$ cat config.mk
export PLATFORM = sky130hd
export DESIGN_NAME = field_sequencer_flat
export DESIGN_NICKNAME = d
export VERILOG_FILES = /design/src/rtl/field_sequencer_if.sv /design/src/rtl/field_sequencer.sv /design/src/flat_wrapper.sv
export SDC_FILE = /design/constraint.sdc
export NUM_CORES = 1
export LEC_CHECK = 0
export ABC_AREA = 1
export BUFFER_PORTS_ARGS = -buffer_cell sky130_fd_sc_hd__buf_2
export CAP_MARGIN = 20
export CORE_AREA = 4 4 114 73
export DETAILED_ROUTE_END_ITERATION = 8
export DIE_AREA = 0 0 118 77
export PLACE_DENSITY = 0.77
export SYNTH_ARGS = -nofsm -noshare
export SYNTH_HDL_FRONTEND = slang
export SYNTH_SLANG_ARGS = --single-unit
$ cat constraint.sdc
create_clock -name clk -period 2.13 [get_ports clk]
set_input_delay 0.213 -clock clk [delete_from_list [all_inputs] [get_ports clk]]
set_output_delay 0.213 -clock clk [all_outputs]
set_load 0.02 [all_outputs]
$ cat src/rtl/field_sequencer_if.sv
// Host-side bundle for field_sequencer: pointer control, field write handshake, serial bulk-load link.
interface field_sequencer_if #(
  parameter int BUFFER_WIDTH = 8,
  parameter int BUFFER_SIZE  = 32
);
  localparam int ADDR_W = $clog2(BUFFER_SIZE);

  logic                    step;
  logic                    jump;
  logic [ADDR_W-1:0]       jump_addr;
  logic                    wr_valid;
  logic                    wr_ready;
  logic [ADDR_W-1:0]       wr_addr;
  logic [BUFFER_WIDTH-1:0] wr_data;
  logic                    load_start;
  logic                    load_req;
  logic                    load_bit_in;
  logic                    load_done;

  modport master (
    output step, jump, jump_addr, wr_valid, wr_addr, wr_data, load_start, load_bit_in,
    input  wr_ready, load_req, load_done
  );

  modport slave (
    input  step, jump, jump_addr, wr_valid, wr_addr, wr_data, load_start, load_bit_in,
    output wr_ready, load_req, load_done
  );
endinterface

$ cat src/rtl/field_sequencer.sv
// Pattern-buffer sequencer: read pointer, single-field writes and serial bulk load.
// Build option: define FIELD_PTR_WRAP_EN to wrap the read pointer from the last field to 0 on step.
//
// state | meaning
// IDLE  | waiting; accepts a write or a bulk-load start
// WRITE | field_write strobe cycle for an accepted write
// LOAD  | requesting one serial bit per cycle (BUFFER_SIZE*BUFFER_WIDTH cycles)
// LDONE | load_done pulse, last shifted bit reaches the buffer
module field_sequencer #(
  parameter int BUFFER_WIDTH = 8,
  parameter int BUFFER_SIZE  = 32,
  localparam int ADDR_W = $clog2(BUFFER_SIZE),
  localparam int CNT_W  = $clog2(BUFFER_SIZE * BUFFER_WIDTH)
) (
  input  logic                    clk,
  input  logic                    resetn,
  field_sequencer_if.slave        bus,
  output logic [BUFFER_SIZE-1:0]  fieldp,
  output logic [BUFFER_SIZE-1:0]  fieldwp,
  output logic [BUFFER_WIDTH-1:0] field_in,
  output logic                    field_write,
  output logic                    ssel,
  output logic                    sin,
  output logic                    ptr_end
);

  localparam logic [CNT_W-1:0]  LAST_CNT = CNT_W'(BUFFER_SIZE * BUFFER_WIDTH - 1);
  localparam logic [ADDR_W-1:0] LAST_PTR = ADDR_W'(BUFFER_SIZE - 1);

  typedef enum logic [1:0] {IDLE, WRITE, LOAD, LDONE} state_t;

  state_t                  state, state_nxt;
  logic [CNT_W-1:0]        cnt, cnt_nxt;
  logic [ADDR_W-1:0]       ptr, ptr_nxt;
  logic                    load_req_q, load_req_nxt;
  logic                    load_done_q, load_done_nxt;
  logic                    field_write_nxt;
  logic [BUFFER_WIDTH-1:0] field_in_nxt;
  logic [BUFFER_SIZE-1:0]  fieldwp_nxt;

  // Addresses are ADDR_W wide, so one conditional subtract is a full modulo.
  function automatic logic [ADDR_W-1:0] mod_addr(input logic [ADDR_W-1:0] a);
    int unsigned v;
    v = 32'(a);
    if (v >= BUFFER_SIZE) v = v - BUFFER_SIZE;
    return ADDR_W'(v);
  endfunction

  function automatic logic [BUFFER_SIZE-1:0] onehot(input logic [ADDR_W-1:0] idx);
    logic [BUFFER_SIZE-1:0] oh;
    oh      = '0;
    oh[idx] = 1'b1;
    return oh;
  endfunction

  assign bus.wr_ready  = (state == IDLE) && !bus.load_start;
  assign bus.load_req  = load_req_q;
  assign bus.load_done = load_done_q;

  always_comb begin
    state_nxt       = state;
    cnt_nxt         = cnt;
    load_req_nxt    = 1'b0;
    load_done_nxt   = 1'b0;
    field_write_nxt = 1'b0;
    field_in_nxt    = field_in;
    fieldwp_nxt     = fieldwp;
    case (state)
      IDLE: begin
        if (bus.load_start) begin
          state_nxt    = LOAD;
          cnt_nxt      = '0;
          load_req_nxt = 1'b1;
        end else if (bus.wr_valid) begin
          state_nxt       = WRITE;
          field_write_nxt = 1'b1;
          field_in_nxt    = bus.wr_data;
          fieldwp_nxt     = onehot(mod_addr(bus.wr_addr));
        end
      end
      WRITE: state_nxt = IDLE;
      LOAD: begin
        cnt_nxt = cnt + CNT_W'(1);
        if (cnt == LAST_CNT) begin
          state_nxt     = LDONE;
          load_done_nxt = 1'b1;
        end else begin
          load_req_nxt = 1'b1;
        end
      end
      LDONE:   state_nxt = IDLE;
      default: state_nxt = IDLE;
    endcase
  end

  always_comb begin
    ptr_nxt = ptr;
    if (bus.jump) begin
      ptr_nxt = mod_addr(bus.jump_addr);
    end else if (bus.step) begin
      if (ptr == LAST_PTR) begin
`ifdef FIELD_PTR_WRAP_EN
        ptr_nxt = '0;
`else
        ptr_nxt = ptr;
`endif
      end else begin
        ptr_nxt = ptr + ADDR_W'(1);
      end
    end
  end

  always_ff @(posedge clk or negedge resetn) begin
    if (!resetn) begin
      state       <= IDLE;
      cnt         <= '0;
      ptr         <= '0;
      fieldp      <= BUFFER_SIZE'(1);
      ptr_end     <= 1'b0;
      fieldwp     <= BUFFER_SIZE'(1);
      field_in    <= '0;
      field_write <= 1'b0;
      ssel        <= 1'b0;
      sin         <= 1'b0;
      load_req_q  <= 1'b0;
      load_done_q <= 1'b0;
    end else begin
      state       <= state_nxt;
      cnt         <= cnt_nxt;
      ptr         <= ptr_nxt;
      fieldp      <= onehot(ptr_nxt);
      ptr_end     <= (ptr_nxt == LAST_PTR);
      fieldwp     <= fieldwp_nxt;
      field_in    <= field_in_nxt;
      field_write <= field_write_nxt;
      // Serial link to the buffer trails the request by one register stage.
      ssel        <= load_req_q;
      sin         <= bus.load_bit_in;
      load_req_q  <= load_req_nxt;
      load_done_q <= load_done_nxt;
    end
  end

endmodule

$ cat src/flat_wrapper.sv
// flat-port wrapper written by rule: the top's interface ports become plain ports
module field_sequencer_flat 
#(
  parameter int BUFFER_WIDTH = 8,
  parameter int BUFFER_SIZE  = 32,
  localparam int ADDR_W = $clog2(BUFFER_SIZE),
  localparam int CNT_W  = $clog2(BUFFER_SIZE * BUFFER_WIDTH)
)
  (clk, resetn, fieldp, fieldwp, field_in, field_write, ssel, sin, ptr_end, bus_step, bus_jump, bus_jump_addr, bus_wr_valid, bus_wr_addr, bus_wr_data, bus_load_start, bus_load_bit_in, bus_wr_ready, bus_load_req, bus_load_done);
  field_sequencer_if #(.BUFFER_WIDTH(BUFFER_WIDTH), .BUFFER_SIZE(BUFFER_SIZE)) bus_i ();
  input  logic clk;
  input  logic resetn;
  output logic [BUFFER_SIZE-1:0] fieldp;
  output logic [BUFFER_SIZE-1:0] fieldwp;
  output logic [BUFFER_WIDTH-1:0] field_in;
  output logic field_write;
  output logic ssel;
  output logic sin;
  output logic ptr_end;
  input wire logic [$bits(bus_i.step)-1:0] bus_step;
  input wire logic [$bits(bus_i.jump)-1:0] bus_jump;
  input wire logic [$bits(bus_i.jump_addr)-1:0] bus_jump_addr;
  input wire logic [$bits(bus_i.wr_valid)-1:0] bus_wr_valid;
  input wire logic [$bits(bus_i.wr_addr)-1:0] bus_wr_addr;
  input wire logic [$bits(bus_i.wr_data)-1:0] bus_wr_data;
  input wire logic [$bits(bus_i.load_start)-1:0] bus_load_start;
  input wire logic [$bits(bus_i.load_bit_in)-1:0] bus_load_bit_in;
  output wire logic [$bits(bus_i.wr_ready)-1:0] bus_wr_ready;
  output wire logic [$bits(bus_i.load_req)-1:0] bus_load_req;
  output wire logic [$bits(bus_i.load_done)-1:0] bus_load_done;
  assign bus_i.step = bus_step;
  assign bus_i.jump = bus_jump;
  assign bus_i.jump_addr = bus_jump_addr;
  assign bus_i.wr_valid = bus_wr_valid;
  assign bus_i.wr_addr = bus_wr_addr;
  assign bus_i.wr_data = bus_wr_data;
  assign bus_i.load_start = bus_load_start;
  assign bus_i.load_bit_in = bus_load_bit_in;
  assign bus_wr_ready = bus_i.wr_ready;
  assign bus_load_req = bus_i.load_req;
  assign bus_load_done = bus_i.load_done;
  field_sequencer #(.BUFFER_WIDTH(BUFFER_WIDTH), .BUFFER_SIZE(BUFFER_SIZE)) u_core (.clk(clk), .resetn(resetn), .bus(bus_i), .fieldp(fieldp), .fieldwp(fieldwp), .field_in(field_in), .field_write(field_write), .ssel(ssel), .sin(sin), .ptr_end(ptr_end));
endmodule
Yosys cells after proc, flatten, opt, wreduce, memory -nomap -nowiden. Index checks and enable logic that the tools add are counted.

Memory bits (read-only): 0. Bits in writable memories: 0. Word-level logic and storage cells: 59. Input bits: 25. Latch bits: 0. Memories: 0. Register bits: 93.

$mul: 0. Equal/unequal tests: 9. Muxes and demuxes: 21. Add/subtract/negate cells: 2. Bitwise logic cells: 1. Div/mod/pow operators: 0. Magnitude comparators: 4. Reductions and logical operators: 10. Shift operators: 0.

Operators with widths (number): 8-bit case mux with 2 select lines (1); 5-bit two-way mux (3); 5-bit by 6-bit < comparator with 1-bit output (second input constant) (2); 1-bit demux with 5-bit select (2); 5-bit equality test (second input constant) (2); 5-bit by 1-bit >= comparator with 1-bit output (second input constant) (2); 1-bit two-way mux (9); 8-bit by 1-bit adder with 8-bit output (second input constant) (1); 8-bit equality test (second input constant) (1); 8-bit two-way mux (1); 2-bit two-way mux (3); 2-bit case mux with 3 select lines (1); 5-bit by 1-bit adder with 5-bit output (second input constant) (1); 2-bit equality test (second input constant) (2); 2-bit AND reduction (2); 1-bit logical AND (3); 3-bit != test (second input constant) (1); 3-bit AND reduction (1); 2-bit by 1-bit equality test with 1-bit output (second input constant) (1); 2-bit zero test (1); 2-bit by 1-bit != test with 1-bit output (second input constant) (1); 2-bit != test (second input constant) (1); 1-bit case mux with 2 select lines (1); 2-bit nonzero test (1); other kinds (3) (3).

Depth between registers and ports, before layout.
Depth after elaboration: 8. Depth in mapped cells: 9.

Worst setup path after synthesis. No wires, ideal clock.

Path kind: reg2reg. From: register u_core.state[0]. To: register u_core.fieldwp[16]. Data arrival time: 1.646 ns. Data required time: 1.997 ns. Slack: 0.351 ns. Buffers on the path: 1. Clock period less this slack: 1.779 ns. Stages on the path, launching flop included: 6. Setup time: 0.133 ns. Cells stage by stage: dfrtp_1 nor3_1 nand2_1 clkbuf_1 nand2_1 o21ai_0.

Cells in the longest elaborated chain, start to end: 2.

RTL lines: start, declared (RTL line field_sequencer.sv:32) `state_t state, state_nxt;`; start signal, assigned (RTL line field_sequencer.sv:128) `state <= state_nxt;`; 2-bit zero test (RTL line field_sequencer.sv:68) `case (state)`; 3-bit AND reduction (no source line); end signal, assigned (RTL line field_sequencer.sv:133) `fieldwp <= fieldwp_nxt;`; end, declared (RTL line field_sequencer.sv:19) `output logic [BUFFER_SIZE-1:0] fieldwp,`.

Every way passes these cells. A chain may end at the register's enable or synchronous reset.

Worst setup path after layout.
From: register u_core.state[0]. To: register u_core.state[0].

Cells in the longest elaborated chain, start to end: 3. Elaborated cells on any way between the ends: 9.

RTL lines (RTL line): 2-bit by 1-bit equality test with 1-bit output (tied with other cells) (field_sequencer.sv:68); 2-bit OR reduction (no source line) (tied with other cells); 2-bit case mux with 3 select lines / 2-bit AND reduction (equally long branches).

Several ways; a longest one is shown, not always the timed one.

==> flow_summary.ini <==
[global_routing]
global_route.overflow_total = 0
grt_max_degree = 74
antenna_found_initial = 0
grt_usage = 0.189
grt_pass1_vias = 2784
grt_pass1_wl_um = 13900

[sta]
period_share = 0.867
setup_ws_ns = 0.282
maxSlewViolCount = 0
min_period_ns = 1.85
setup_tns_ns = 0
hold_violations = 0
setup_viol = 0
relSlewSlack = 0.570
fin_skew_ns = 0.0103
worst_pin_slew_ns = 0.643
rsz0062_at_grt = no
fmax_mhz = 541
holdWs_ns = 0.0831

[detailed_routing]
wl_um = 8460
wl_met2_um = 3620
ant_nets = 0
wl_per_cell_um = 14.3
route.met3.wl_um = 501
maxUsedRoutingLayer = met4
m1WireLength_um = 4300
first_iter_violations = 262
dr_total_vias = 2922
via_per_inst = 4.94
first_pass_iters = 5
drcViolationCount = 0

[power_and_ir_drop]
fin_total_pwr_mw = 3.76
p_per_area_nw_per_um2 = 820
ir_drop_mv = 0.519
p_leak_nw = 2.49

[logic_synthesis]
syn_avg_cell_area_um2 = 9.42
synth.distinct_cells = 24
yosys-top-cells-area = dfrtp_1, nand2_1, o21ai_0
synthTopCellsByCount = nand2_1, dfrtp_1, nor2_1
mappedNetlistNets = 412
syn-cell-area_um2 = 3630
synth_ff_type = dfrtp_1
yosysTopAreaCell = dfrtp_1
ys_ff_latch = 93
async_reset_ff_frac = 1.00
ys.warnings.count = 0
synth.most_common_cell = nand2_1
synth_top_area_share = 0.628
synth_edf_count = 0
ys_seq_area_frac = 0.642
synth_cells = 385

[final_layout]
fin_nets = 522
area_growth_pct = 26.4
final_area_um2 = 4590
layout-drive-gt1-share = 0.272
fin_util = 0.642
layout.cells.non_filler = 591
num_antenna_cells = 0

[clocking]
cts_resized = 0
path_clk_slew_ns = 0.06
insertion_delay_ns = 0.33
cts_max_path_buffers = 2
cts_buffers = 9
postCtsSetupBuffers = 0
cts_hold_buf = 2
cts-root-buf = clkbuf_16
cts_tree = built
clock-sinks = 93
cts-htree-levels = 3

[critical_path]
cp_max_fo = 73
cp_data_arrival_time_ns = 2.06
cp-end-kind = flip-flop
cp.required_ns = 2.34
critical_path_class = flip-flop to flip-flop
cp-start-kind = flip-flop

[run]
maxCapViolCount = 0

[die]
die_h_um = 77
pin_count = 104
die_area_um2 = 9090
dieWidth_um = 118
start_util = 0.508
rows = 24
core_area_um2 = 7150

[place]
routabilityCongestion = 0.839
portBuffers = 103
dp.final_hpwl_um = 6180
pre_cts_slack_ns = 0.291
place_inst = 573
place_area_um2 = 4260

[run_status]
status = complete, no violations

[hold_path]
hold_class = primary input to flip-flop
-- cell type report --
cell class / count / area, um2
fill: 595 / 2560
sequential: 93 / 2330
multi-input combinational: 260 / 1180
timing repair buffer: 107 / 566
clock buffer: 10 / 239
tap: 91 / 114
inverter: 24 / 90.1
clock inverter: 6 / 70.1
-- sequential cells by signal (all words and copies together), names as in the netlist --
| name | count |
|---|---|
| u_core.fieldwp | 32 |
| u_core.sin | 1 |
| u_core.cnt | 8 |
| u_core.field_write | 1 |
| u_core.ssel | 1 |
| u_core.ptr | 5 |
| u_core.field_in | 8 |
| u_core.fieldp | 32 |
| u_core.state | 2 |
| u_core.ptr_end | 1 |
| u_core.bus.load_done | 1 |
| u_core.bus.load_req | 1 |
-- report_power, final --
group / internal (mW) / switching (mW) / total [mW]
Sequential: 1.81 / 0.0276 / 1.83
Combinational: 0.0933 / 0.232 / 0.325
Clock: 0.947 / 0.655 / 1.60
-- cells by family (layout without fill, tap and decap cells) --
kind of cell    Yosys count  in the layout  share of synthesized area
simple gates            207            207                      0.242
flops                    93             93                      0.642
compound gates           51             51                     0.0752
buf+inv                  32            147                     0.0338
fa+ha+maj                 2              2                    0.00690
-- path summary, 6_finish.rpt --
kind	cells after the start	to	slack, ns	startpoint
min reg2reg	0	u_core.ssel$_DFF_PN0_	0.38	u_core.bus.load_req$_DFF_PN0_
min	3	u_core.field_in[1]$_DFFE_PN0P_	0.08	bus_wr_data[1]
max in group asynchronous	3	u_core.cnt[7]$_DFFE_PN0P_	1.01	resetn
max	6	u_core.state[0]$_DFFE_PN0P_	0.28	u_core.state[0]$_DFFE_PN0P_
max reg2reg	6	u_core.state[0]$_DFFE_PN0P_	0.28	u_core.state[0]$_DFFE_PN0P_
min in group asynchronous	2	u_core.fieldwp[11]$_DFFE_PN0P_	0.48	resetn
-- worst max-delay path: stages (launching register included) --
cell,delay (ns)
dfrtp_1,0.40
nor3_1,0.09
nand2_2,0.06
buf_4,0.47
clkinv_1,0.40
o21ai_0,0.25
inv_1,0.05
-- per-layer routing --
layer	vias up	track usage
met5	-	0
met4	0	0.0351
met3	6	0.0529
met2	91	0.273
met1	1369	0.288
li1	1456	-
-- layout by cell type, fill, tap and decap left out, drive strengths merged --
cell and count:
o21ai 38, nand3 16, dfstp 2, buf 105, a22o 1, nand3b 3
bufinv 1, nor2 49, ha 2, dfrtp 91, o21bai 1, clkinvlp 3
clkinv 2, inv 24, clkbuf 10, and3 1, a21oi 11, nor3 14
or2 1, dlygate4sd3 2, nand2 121, nand4 2
Note: power is estimated with default switching activity, not from simulation.
